<file path="config.mk">
export PLATFORM = sky130hd
export DESIGN_NAME = fifo_param
export DESIGN_NICKNAME = d
export VERILOG_FILES = /design/src/rtl/fifo_param.sv
export SDC_FILE = /design/constraint.sdc
export NUM_CORES = 1
export LEC_CHECK = 0
export CORE_UTILIZATION = 45
export CTS_CLUSTER_DIAMETER = 50
export DETAILED_ROUTE_END_ITERATION = 12
export PLACE_DENSITY = 0.63
export SYNTH_ARGS = -nofsm -noshare
export SYNTH_HDL_FRONTEND = slang
export SYNTH_SLANG_ARGS = --single-unit
</file>
<file path="constraint.sdc">
create_clock -name clk -period 3.6 [get_ports clk]
set_input_delay 0.54 -clock clk [delete_from_list [all_inputs] [get_ports clk]]
set_output_delay 0.54 -clock clk [all_outputs]
set_load 0.1 [all_outputs]
</file>
<file path="src/rtl/fifo_param.sv">
// Single-clock synchronous FIFO with registered or first-word-fall-through read,
// occupancy count, programmable almost-full/almost-empty and sticky error flags.
module fifo_param #(
    parameter int DATA_SIZE    = 8,
    parameter int ADDRESS_SIZE = 3,
    parameter int FWFT         = 0,
    parameter int AF_LEVEL     = (2**ADDRESS_SIZE) - 1,
    parameter int AE_LEVEL     = 1
) (
    input  logic                  clk,
    input  logic                  rst,
    input  logic                  push,
    input  logic                  pop,
    input  logic                  flush,
    input  logic                  clr_err,
    input  logic [DATA_SIZE-1:0]  data_in,
    output logic [DATA_SIZE-1:0]  data_out,
    output logic [ADDRESS_SIZE:0] count,
    output logic                  full,
    output logic                  empty,
    output logic                  almost_full,
    output logic                  almost_empty,
    output logic                  overflow,
    output logic                  underflow
);

    localparam int                  DEPTH   = 2**ADDRESS_SIZE;
    localparam logic [ADDRESS_SIZE:0] C_DEPTH = {1'b1, {ADDRESS_SIZE{1'b0}}};
    localparam logic [ADDRESS_SIZE:0] C_AF    = AF_LEVEL[ADDRESS_SIZE:0];
    localparam logic [ADDRESS_SIZE:0] C_AE    = AE_LEVEL[ADDRESS_SIZE:0];

    logic [DATA_SIZE-1:0]    r_mem [DEPTH];
    logic [ADDRESS_SIZE-1:0] r_wr_ptr;
    logic [ADDRESS_SIZE-1:0] r_rd_ptr;
    logic [ADDRESS_SIZE:0]   r_count;
    logic [DATA_SIZE-1:0]    r_dout;
    logic                    r_ovf;
    logic                    r_unf;

    logic w_empty;
    logic w_pop_acc;
    logic w_push_acc;
    logic w_push_rej;
    logic w_pop_rej;

    // A full FIFO still accepts a push when a pop frees the slot in the same cycle.
    always_comb begin
        w_empty    = (r_count == '0);
        w_pop_acc  = pop && !w_empty && !flush;
        w_push_acc = push && !flush && ((r_count != C_DEPTH) || w_pop_acc);
        w_push_rej = push && !flush && !w_push_acc;
        w_pop_rej  = pop && !flush && w_empty;
    end

    always_ff @(posedge clk) begin
        if (w_push_acc) begin
            r_mem[r_wr_ptr] <= data_in;
        end
    end

    always_ff @(posedge clk or posedge rst) begin
        if (rst) begin
            r_wr_ptr <= '0;
            r_rd_ptr <= '0;
            r_count  <= '0;
        end else if (flush) begin
            r_wr_ptr <= '0;
            r_rd_ptr <= '0;
            r_count  <= '0;
        end else begin
            if (w_push_acc) begin
                r_wr_ptr <= r_wr_ptr + 1'b1;
            end
            if (w_pop_acc) begin
                r_rd_ptr <= r_rd_ptr + 1'b1;
            end
            if (w_push_acc && !w_pop_acc) begin
                r_count <= r_count + 1'b1;
            end else if (w_pop_acc && !w_push_acc) begin
                r_count <= r_count - 1'b1;
            end
        end
    end

    // Holds the last word popped; in FWFT mode this is the stable value shown while empty.
    always_ff @(posedge clk or posedge rst) begin
        if (rst) begin
            r_dout <= '0;
        end else if (w_pop_acc) begin
            r_dout <= r_mem[r_rd_ptr];
        end
    end

    always_ff @(posedge clk or posedge rst) begin
        if (rst) begin
            r_ovf <= 1'b0;
            r_unf <= 1'b0;
        end else if (clr_err) begin
            r_ovf <= 1'b0;
            r_unf <= 1'b0;
        end else begin
            if (w_push_rej) begin
                r_ovf <= 1'b1;
            end
            if (w_pop_rej) begin
                r_unf <= 1'b1;
            end
        end
    end

    if (FWFT != 0) begin : g_fwft
        assign data_out = w_empty ? r_dout : r_mem[r_rd_ptr];
    end else begin : g_registered
        assign data_out = r_dout;
    end

    assign count        = r_count;
    assign full         = (r_count == C_DEPTH);
    assign empty        = w_empty;
    assign almost_full  = (r_count >= C_AF);
    assign almost_empty = (r_count <= C_AE);
    assign overflow     = r_ovf;
    assign underflow    = r_unf;

endmodule

</file>
==> metrics.md, run 1 <==
| Metric | Value |
|---|---|
| Most frequent cells in the layout | edfxtp_1, nor2_1, clkdlybuf4s50_1, dfrtp_1, mux4_2 |
| Core area | 0.007370 mm2 |
| Setup TNS after final layout | 0 ns |
| Clk_skew | 0.01225 ns |
| CP Cell Sequence | clkdlybuf4s50_1 |
| Chip height | 90.24 um |
| Final wirelength | 6.504 mm |
| Critical path launch point type | register |
| RSZ-0062 raised after global routing | false |
| Sequential Area | 0.002422 mm2 |
| Most common cell after layout, fill and taps aside | edfxtp_1 |
| Area occupied by multi-input gates | 0.001002 mm2 |
| Crit path time final | 2.665 ns |
| Placed Area | 0.003897 mm2 |
| Pwr Density | 799.5 mW/mm2 |
| Pre-CTS setup slack | 0.6964 ns |
| Mapped cell area | 0.003503 mm2 |
| Final Power | 0.003279 W |
| Vias/cell | 5.191 |
| Pin count of the biggest net entering global routing | 21 |
| Crit Path Class | register to output pin |
| Syn Area/Cell | 16.76 um2 |
| Synth Instances | 209 |
| 1st-pass router iterations | 4 |
| Worst vdd ir | 450.2 uV |
| CP delay by family, top | buffers and inverters |
| Die area | 0.008142 mm2 |
| Worst-Margin Slew | 0.9932 ns |
| Slew margin rel. | 33.58% |
| DIE WIDTH | 90.24 um |
| DR WL/cell | 18.58 um |
| Synth Flop Type | edfxtp_1 |
| Worst-Skew Late Latency | 0.35 ns |
| Ys async rst share | 23.81% |
| Period utilization | 74.02% |
| Yosys top cell by area | edfxtp_1 |
| Hpwl dp | 4.525 mm |
| Worst Path Required | 3.06 ns |
| Max incr delay on CP | 1.21 ns |
| Vias | 1817 |
| Number of nets in the layout | 265 |
| CTS tree | yes |
| Worst-path clk slew | 0.08 ns |
| First-pass GRT wire length | 10.40 mm |
| Worst Path Arrival | 2.12 ns |
| Final hold slack | 0.5074 ns |
| Nature of the critical path endpoint | output pin |
| FP Rows | 31 |
| Critical-path top delay cell | clkdlybuf4s50_1 |
| Worst setup margin | 0.9352 ns |
| Hold-fix buffers at CTS | 0 |
| Final hold violations | 0 |
| Root Buffer | clkbuf_8 |
| Crit path buffers/inverters | 1 |
| Initial antenna violation count | 0 |
| P_leak | 1.398 nW |
| GRT overflow | 0 |
| # IOs | 32 |
| Slew Viols, Final | 0 |
| Peak Freq | 375.3 MHz |
| DRC Markers | 0 |
| Synth Warn # | 0 |
| Synth Net Count | 228 |
| Setup Fix Bufs, Post-CTS | 0 |
| Inserted Clock Buffers | 9 |
| CP Max Fanout | 11 |
| Post-synth EDFFs | 64 |
| Clock sink count | 84 |
| IO buf count | 31 |
| GRT Util Overall | 17.65% |
| Resize count post-CTS | 0 |
| Setup Viol. Count Final | 0 |
| Hold Crit Class | register to register |
| Starting DRT DRC Count | 101 |
| Share of layout cells above drive strength 1 | 19.92% |
| Synth top area cells | edfxtp_1, dfrtp_1, mux4_2 |
| Maximum clock insertion buffer count | 2 |
| Fillers | 588 |
| Share of the synthesized area in the top cell type | 54.86% |
| Max_cap viols | 0 |
| Vias in the first global route | 1856 |
| Initial core utilization | 47.54% |
| Design Area, Final | 0.004101 mm2 |
| Detail Route Antenna Nets | 0 |
| Antenna diodes | 0 |
| Placer Congestion | 0.7327 |
| Yosys cell types | 35 |
| Status | complete, no violations |
| Yosys reg bits | 84 |
| Layout Area Growth over Synthesis | 17.07% |
| Post-synthesis sequential area ratio | 69.14% |
| H-tree lvl count | 3 |
stage by stage:
stage / std cells / util, %
floorplan: 209 / -
global placement: 334 / 52.89
CTS: 350 / 55.65
detailed placement: 334 / 52.89
global route: 350 / 55.65
finish: 350 / 55.65
path summary, 6_finish.rpt:
check                      slack, ns  startpoint  cells past startpoint     endpoint
max                             0.94    count[3]                      1     count[3]
min reg2reg                     0.51    overflow                      2     overflow
max reg2reg                     1.15    count[0]                      6  r_mem[3][0]
max in group asynchronous       2.41         rst                      2     overflow
min in group asynchronous       0.65         rst                      2  data_out[3]
min                             0.51    overflow                      2     overflow
registers in the layout, indices dropped and copies added, names as in the netlist:
| name | cells |
|---|---|
| r_mem | 64 |
| underflow | 1 |
| data_out | 8 |
| r_wr_ptr | 3 |
| overflow | 1 |
| r_rd_ptr | 3 |
| count | 4 |
area by class of cell:
cell class / count / share of cell area, %
clock buffer: 9 / 3.020
inverter: 5 / 0.4576
sequential: 84 / 59.06
timing repair buffer: 35 / 8.054
multi-input combinational: 111 / 24.44
clock inverter: 7 / 1.952
tap: 99 / 3.020
per-layer routing:
layer	part of all wire (%)	vias to the layer above	global-route usage, %
met5	0	-	0
met4	1.9	0	8.065
met3	2.9	9	3.130
met2	45	41	24.62
met1	51	900	26.92
li1	-	867	-
worst reg2reg max path: cells and delay by family (launching register included):
kind          cells  cell delay, ns
fa+ha+maj         1            0.30
buf+inv           1            0.09
flops             1            0.43
simple gates      4            1.27
cell usage after synthesis, types with 2 or more instances:
cell       n
xor2_1     2
a21oi_1    9
mux4_2    16
nand2_1    5
buf_2      2
nor2_1    27
a31oi_1    2
nand2b_1   3
dfrtp_1   20
ha_1       5
buf_4      3
edfxtp_1  64
inv_1      5
or3_1      2
xnor2_1    5
o21ai_0    4
nor3_1     5
mux2i_1   11
buf_1      2
o21a_1     2
where the power goes:
group / switching [W] / internal [W] / total, W
sequential: 0.000117 / 0.00114 / 0.00125
clock: 0.000352 / 0.000330 / 0.000682
combinational: 0.000939 / 0.000405 / 0.00134
cells by family (layout without fill, tap and decap cells):
| group | Yosys count | count (layout) | synth area share, % |
|---|---|---|---|
| fa+ha+maj | 5 | 5 | 1.786 |
| xor+xnor | 7 | 7 | 1.750 |
| flops | 84 | 84 | 69.14 |
| simple gates | 50 | 50 | 7.286 |
| compound gates | 21 | 21 | 3.893 |
| mux | 28 | 28 | 13.75 |
| buf+inv | 14 | 56 | 2.393 |
Note: power is estimated with default switching activity, not from simulation.
==> inputs of run 2 (changes only) <==
clock period = 2.7 ns   (was 3.6 ns; I/O delays follow)
==> run 2 against run 1 <==
Non-clock buffer count increased by 9. Via count increased by 1.0%. Critical path depth increased by 4. Clock skew is 0.0079 ns lower. Largest cell class unchanged. Sequential power is 32% higher. Critical endpoint is now empty.
==> metrics.md, run 2 (synthesized netlist as in run 1, its figures left out) <==
| Metric | Value |
|---|---|
| Critical path launch point type | register (unchanged) |
| Nature of the critical path endpoint | output pin (unchanged) |
| R2R setup slack | 0.62 ns (was 1.15 ns) |
| Crit Path Class | register to output pin (unchanged) |
| GRT overflow | 0 (unchanged) |
| Worst Hold Depth | 2 (unchanged) |
| Peak Freq | 457.3 MHz |
| Worst r2r dst | r_mem[1][0] (was r_mem[3][0]) |
| Share of layout cells above drive strength 1 | 28.85% (was 19.92%) |
| DRC Markers | 0 (unchanged) |
| P_leak | 1.458 nW (was 1.398 nW) |
| 1st-pass router iterations | 4 (unchanged) |
| Number of nets in the layout | 274 (was 265) |
| Hold Path Sink | underflow (was overflow) |
| # IOs | 32 (unchanged) |
| Worst Path Arrival | 1.78 ns (was 2.12 ns) |
| Setup Viol. Count Final | 0 (unchanged) |
| Hold Crit Class | register to register (unchanged) |
| Maximum clock insertion buffer count | 2 (unchanged) |
| First-pass GRT wire length | 9.970 mm (was 10.40 mm) |
| RR Startpoint | count[0] (unchanged) |
| FP Rows | 31 (unchanged) |
| Setup Fix Bufs, Post-CTS | 0 (unchanged) |
| Max_cap viols | 0 (unchanged) |
| Clk_skew | 0.004391 ns (was 0.01225 ns) |
| Initial antenna violation count | 0 (unchanged) |
| Cells after DPL | 343 (was 334) |
| DIE WIDTH | 90.24 um (unchanged) |
| Worst-path clk slew | 0.07 ns (was 0.08 ns) |
| Hold-fix buffers at CTS | 0 (unchanged) |
| Util after Layout | 55.98% (was 55.65%) |
| Period utilization | 80.99% |
| Vias/cell | 5.114 (was 5.191) |
| Sw power | 0.001794 W (was 0.001408 W) |
| Detail Route Antenna Nets | 0 (unchanged) |
| Resize count post-CTS | 0 (unchanged) |
| GRT Util Overall | 16.47% (was 17.65%) |
| Antenna diodes | 0 (unchanged) |
| Final wirelength | 5.897 mm (was 6.504 mm) |
| Most common cell after layout, fill and taps aside | edfxtp_1 (unchanged) |
| Reg2Reg Depth | 7 (was 6) |
| Final hold violations | 0 (unchanged) |
| Layout Area Growth over Synthesis | 17.75% (was 17.07%) |
| Status | complete, no violations (unchanged) |
| Hpwl dp | 4.181 mm (was 4.525 mm) |
| Worst-Skew Late Latency | 0.33 ns (was 0.35 ns) |
| Largest Register | r_mem (unchanged) |
| Setup TNS after final layout | 0 ns (unchanged) |
| Initial core utilization | 47.54% (unchanged) |
| Max FFs per register | 64 (unchanged) |
| Worst Path Required | 2.30 ns (was 3.06 ns) |
| CP Max Fanout | 6 (was 11) |
| Slew Viols, Final | 0 (unchanged) |
| Placer Congestion | 0.7482 (was 0.7327) |
| Chip height | 90.24 um (unchanged) |
| Vias in the first global route | 1888 (was 1856) |
| HP Start | underflow (was overflow) |
| Clock sink count | 84 (unchanged) |
| DR WL/cell | 16.43 um (was 18.58 um) |
| Pint | 0.002457 W (was 0.001871 W) |
| Final hold slack | 0.5075 ns (was 0.5074 ns) |
| Switching Share | 42.19% (was 42.94%) |
| Starting DRT DRC Count | 145 (was 101) |
| Most frequent cells in the layout | edfxtp_1, buf_4, nor2_1, dfrtp_1, mux4_2 (was edfxtp_1, nor2_1, clkdlybuf4s50_1, dfrtp_1, mux4_2) |
| Clock power share | 19.3% (was 20.8%) |
| CTS tree | yes (unchanged) |
| Worst-Margin Slew | 0.8022 ns (was 0.9932 ns) |
| Fillers | 623 (was 588) |
| Inserted Clock Buffers | 9 (unchanged) |
| Vias | 1836 (was 1817) |
| RSZ-0062 raised after global routing | false (unchanged) |
| IO buf count | 31 (unchanged) |
| Worst vdd ir | 419.3 uV (was 450.2 uV) |
| Crit path time final | 2.187 ns |
| Gate power share | 41.9% (was 41.0%) |
| Pwr Density | 1030 mW/mm2 (was 799.5 mW/mm2) |
| Die area | 0.008142 mm2 (unchanged) |
| H-tree lvl count | 3 (unchanged) |
| Sequential Power Share | 38.8% (was 38.2%) |
| Core area | 0.007370 mm2 (unchanged) |
| Slew margin rel. | 46.46% (was 33.58%) |
| Non-Filler Instances | 359 (was 350) |
| Root Buffer | clkbuf_8 (unchanged) |
| Pin count of the biggest net entering global routing | 21 (unchanged) |
run 2: cell count changes in the layout (fill, tap and decap cells not counted), sizes merged:
cell	before	now
clkbuf	9	11
clkinv	0	4
clkdlybuf4s50	27	13
inv	9	5
buf	8	31
clkinvlp	2	0
run 2: critical path: stages (launching register included):
cell	delay [ns]
dfrtp_2	0.45
inv_1	0.10
ha_1	0.29
nand2b_4	0.11
nor2_2	0.17
buf_4	0.32
run 2: stage by stage:
step | cell area (um2) | power, W | setup slack, ns
2_1_floorplan | 3520 | 0.003123 | 0.02576
3_3_place_gp | 3941 | 0.003467 | 0.5263
3_5_place_dp | 3941 | 0.003472 | 0.4976
4_1_cts | 4125 | 0.004293 | 0.4962
5_1_grt | 4125 | 0.004465 | 0.3977
6_report | 4125 | 0.004251 | 0.5134
run 2: how the worst max path moves through the flow:
stage / start / endpoint / slack (ns) / depth (start not counted)
after global routing: count[0] / empty / 0.40 / 5
after CTS: count[0] / empty / 0.50 / 5
after floorplan: count[0] / almost_empty / 0.03 / 4
final: count[0] / empty / 0.51 / 5
after detailed placement: push / r_mem[0][3] / 0.50 / 5
after global placement: push / r_mem[6][2] / 0.53 / 5
run 2: cell type report:
class                   instances  area (um2)  share of cell area, %
clock inverters                 5       52.55                  1.274
repair buffers                 44       362.8                  8.796
multi-input cells             111        1010                  24.48
flip-flops and latches         84        2426                  58.81
inverters                       5       18.77                 0.4550
clock buffers                  11       131.4                  3.185
well taps                      99       123.9                  3.003
run 2: power by group through the flow:
stage          Sequential (W)  Clock [W]  Combinational, W
2_1_floorplan         0.00223          0          0.000895
3_3_place_gp          0.00168          0           0.00179
3_5_place_dp          0.00168          0           0.00179
4_1_cts               0.00165   0.000846           0.00179
5_1_grt               0.00168   0.000901           0.00189
6_report              0.00165   0.000821           0.00178
run 2: layer usage:
| layer | share of wire (%) | track usage [%] | up-vias | routed length [um] |
|---|---|---|---|---|
| met5 | 0 | 0 | - | 0 |
| met4 | 0.81 | 4.435 | 0 | 48 |
| met3 | 5.1 | 4.653 | 5 | 300 |
| met2 | 46 | 24.30 | 37 | 2688 |
| met1 | 48 | 24.10 | 914 | 2860 |
| li1 | - | - | 880 | - |
==> variant: new RTL, config.mk and constraints of run 1 <==
Set the parameter `DATA_SIZE` to 4 (it was 8).
--- a/src/rtl/fifo_param.sv
+++ b/src/rtl/fifo_param.sv
@@ -1,7 +1,7 @@
 // Single-clock synchronous FIFO with registered or first-word-fall-through read,
 // occupancy count, programmable almost-full/almost-empty and sticky error flags.
 module fifo_param #(
-    parameter int DATA_SIZE    = 8,
+    parameter int DATA_SIZE    = 4,
     parameter int ADDRESS_SIZE = 3,
     parameter int FWFT         = 0,
     parameter int AF_LEVEL     = (2**ADDRESS_SIZE) - 1,
Ports: changed (resized data_in and data_out); port bits go from 32 to 24. No check against the original RTL was run, so the function may have changed too.
==> variant against run 1 <==
- the flow now finishes with violations (design-rule violations)
- clock power shrank 45%
- non-clock buffer count down 12
- worst setup slack improved by 98 ps
- cell area decreased by 38%
- via count fell by 28%
- synthesized area down 38%
- first-iteration DRC count fell by 39%
- global-route usage rose by 0.52 points
- largest power group is now sequential cells
- combinational power shrank 62%
- sequential cell count fell by 36
- power down 52%
- routed wire length down 37%
- clock skew shrank 4.1 ps
==> variant: results (changes against run 1) <==
status -> finished with violations
failing checks -> design-rule violations
Iteration-0 DRC Markers -> 62 (-39%)
share of cells above drive strength 1 -> 12.43% (-7.5 points)
# nets final -> 199 (-25%)
number of CTS-inserted buffers -> 5 (-4)
max reg flops -> 32 (-50%)
mux cell area share after synthesis -> 12.07% (-1.7 points)
GRT Total Usage -> 18.17% (+0.52 points)
CP Max Fanout -> 10 (-1)
area grow syn2layout -> 16.51%
DP Wirelength -> 2.984 mm (-34%)
Clock Skew -> 8.131 ps (-4.123 ps)
Post-synth ARST share -> 33.33% (+9.5 points)
Post-Synth Adder-Cell Area -> 2.887% (+1.1 points)
synthesized-area fraction occupied by xor and xnor cells -> 0.8083% (-0.94 points)
Crit path max-delay family -> buffers and inverters
ranking of synthesized cells by area -> edfxtp_1, dfrtp_1, mux2i_1
EDFF count, synth -> 32 (-50%)
Synth cell types -> 37 (+5.7%)
Compound-Gate Fraction of Synth Area -> 6.236% (+2.3 points)
vias per cell -> 5.540 (+6.7%)
DR pass1 iterations -> 8 (+4)
R2R depth -> 5 (-1)
Mapped Nets -> 175 (-23%)
WP data arrival -> 2030 ps (-90 ps)
Sw Ratio -> 37.77% (-5.2 points)
Post-synth top cells -> edfxtp_1, dfrtp_1, mux2i_1
placer congestion estimate -> 0.8028 (+9.6%)
Slew @ Worst Pin -> 980.5 ps (-12.68 ps)
Cell Area, Placed -> 2414 µm² (-38%)
DRC viols -> 1 (+1)
Lkg Pwr -> 0.9129 nW (-35%)
H-tree depth -> 2 (-1)
sequential area share after synthesis -> 62.82% (-6.3 points)
global-route wire length before repair -> 6.720 mm (-35%)
largest net degree at the start of global routing -> 19 (-9.5%)
IO Port Bufs -> 23 (-26%)
Clock Path Buffers -> 2 (unchanged)
vias in the first global route -> 1310 (-29%)
[variant: power groups by stage]
stage,Sequential [mW],Combinational [mW],Clock (mW)
floorplan,0.859,0.220,0
global placement,0.686,0.499,0
detailed placement,0.690,0.506,0
CTS,0.678,0.506,0.386
global route,0.683,0.531,0.407
finish,0.677,0.504,0.378
[variant: per-layer routing]
layer  global-route usage, %  vias up  wire [µm]
li1                        -      632          -
met5                       0        -          0
met1                   26.21      647       1987
met2                   27.72       27       1905
met3                   3.376        7        144
met4                   6.667        0         62
[variant: through the flow]
| step | util (%) | setup WS (ps) | cells | total power, mW |
|---|---|---|---|---|
| floorplan | - | 579.9 | 160 | 1.079 |
| global placement | 53.58 | 994.1 | 229 | 1.186 |
| detailed placement | 53.58 | 819.6 | 229 | 1.196 |
| finish | 56.06 | 1033 | 237 | 1.558 |
| CTS | 56.06 | 1024 | 237 | 1.569 |
| global route | 56.06 | 836.7 | 237 | 1.621 |
[variant: cells by family after synthesis]
logic type,after synthesis
and+or+nand+nor,48
DFF,48
AOI/OAI and AO/OA,22
muxes,21
buffers and inverters,14
adders and majority gates,5
xor gates and xnor gates,2
[variant: area by class of cell]
type | instances | area (µm²)
clock buffers | 5 | 68.82
repair buffers | 23 | 220.2
well taps | 52 | 65.06
flip-flops and latches | 48 | 1361
clock inverters | 3 | 42.54
multi-input cells | 98 | 732.0
inverters | 8 | 35.03
fillers | 378 | 1979
[variant: worst paths after layout]
| kind | startpoint | endpoint | slack [ps] |
|---|---|---|---|
| max | count[2] | count[2] | 1030 |
| min reg2reg | data_out[1] | data_out[1] | 490 |
| max reg2reg | count[0] | r_mem[0][2] | 1300 |
| min in group asynchronous | rst | data_out[2] | 610 |
| max in group asynchronous | rst | r_wr_ptr[2] | 2590 |
| min | data_out[1] | data_out[1] | 490 |
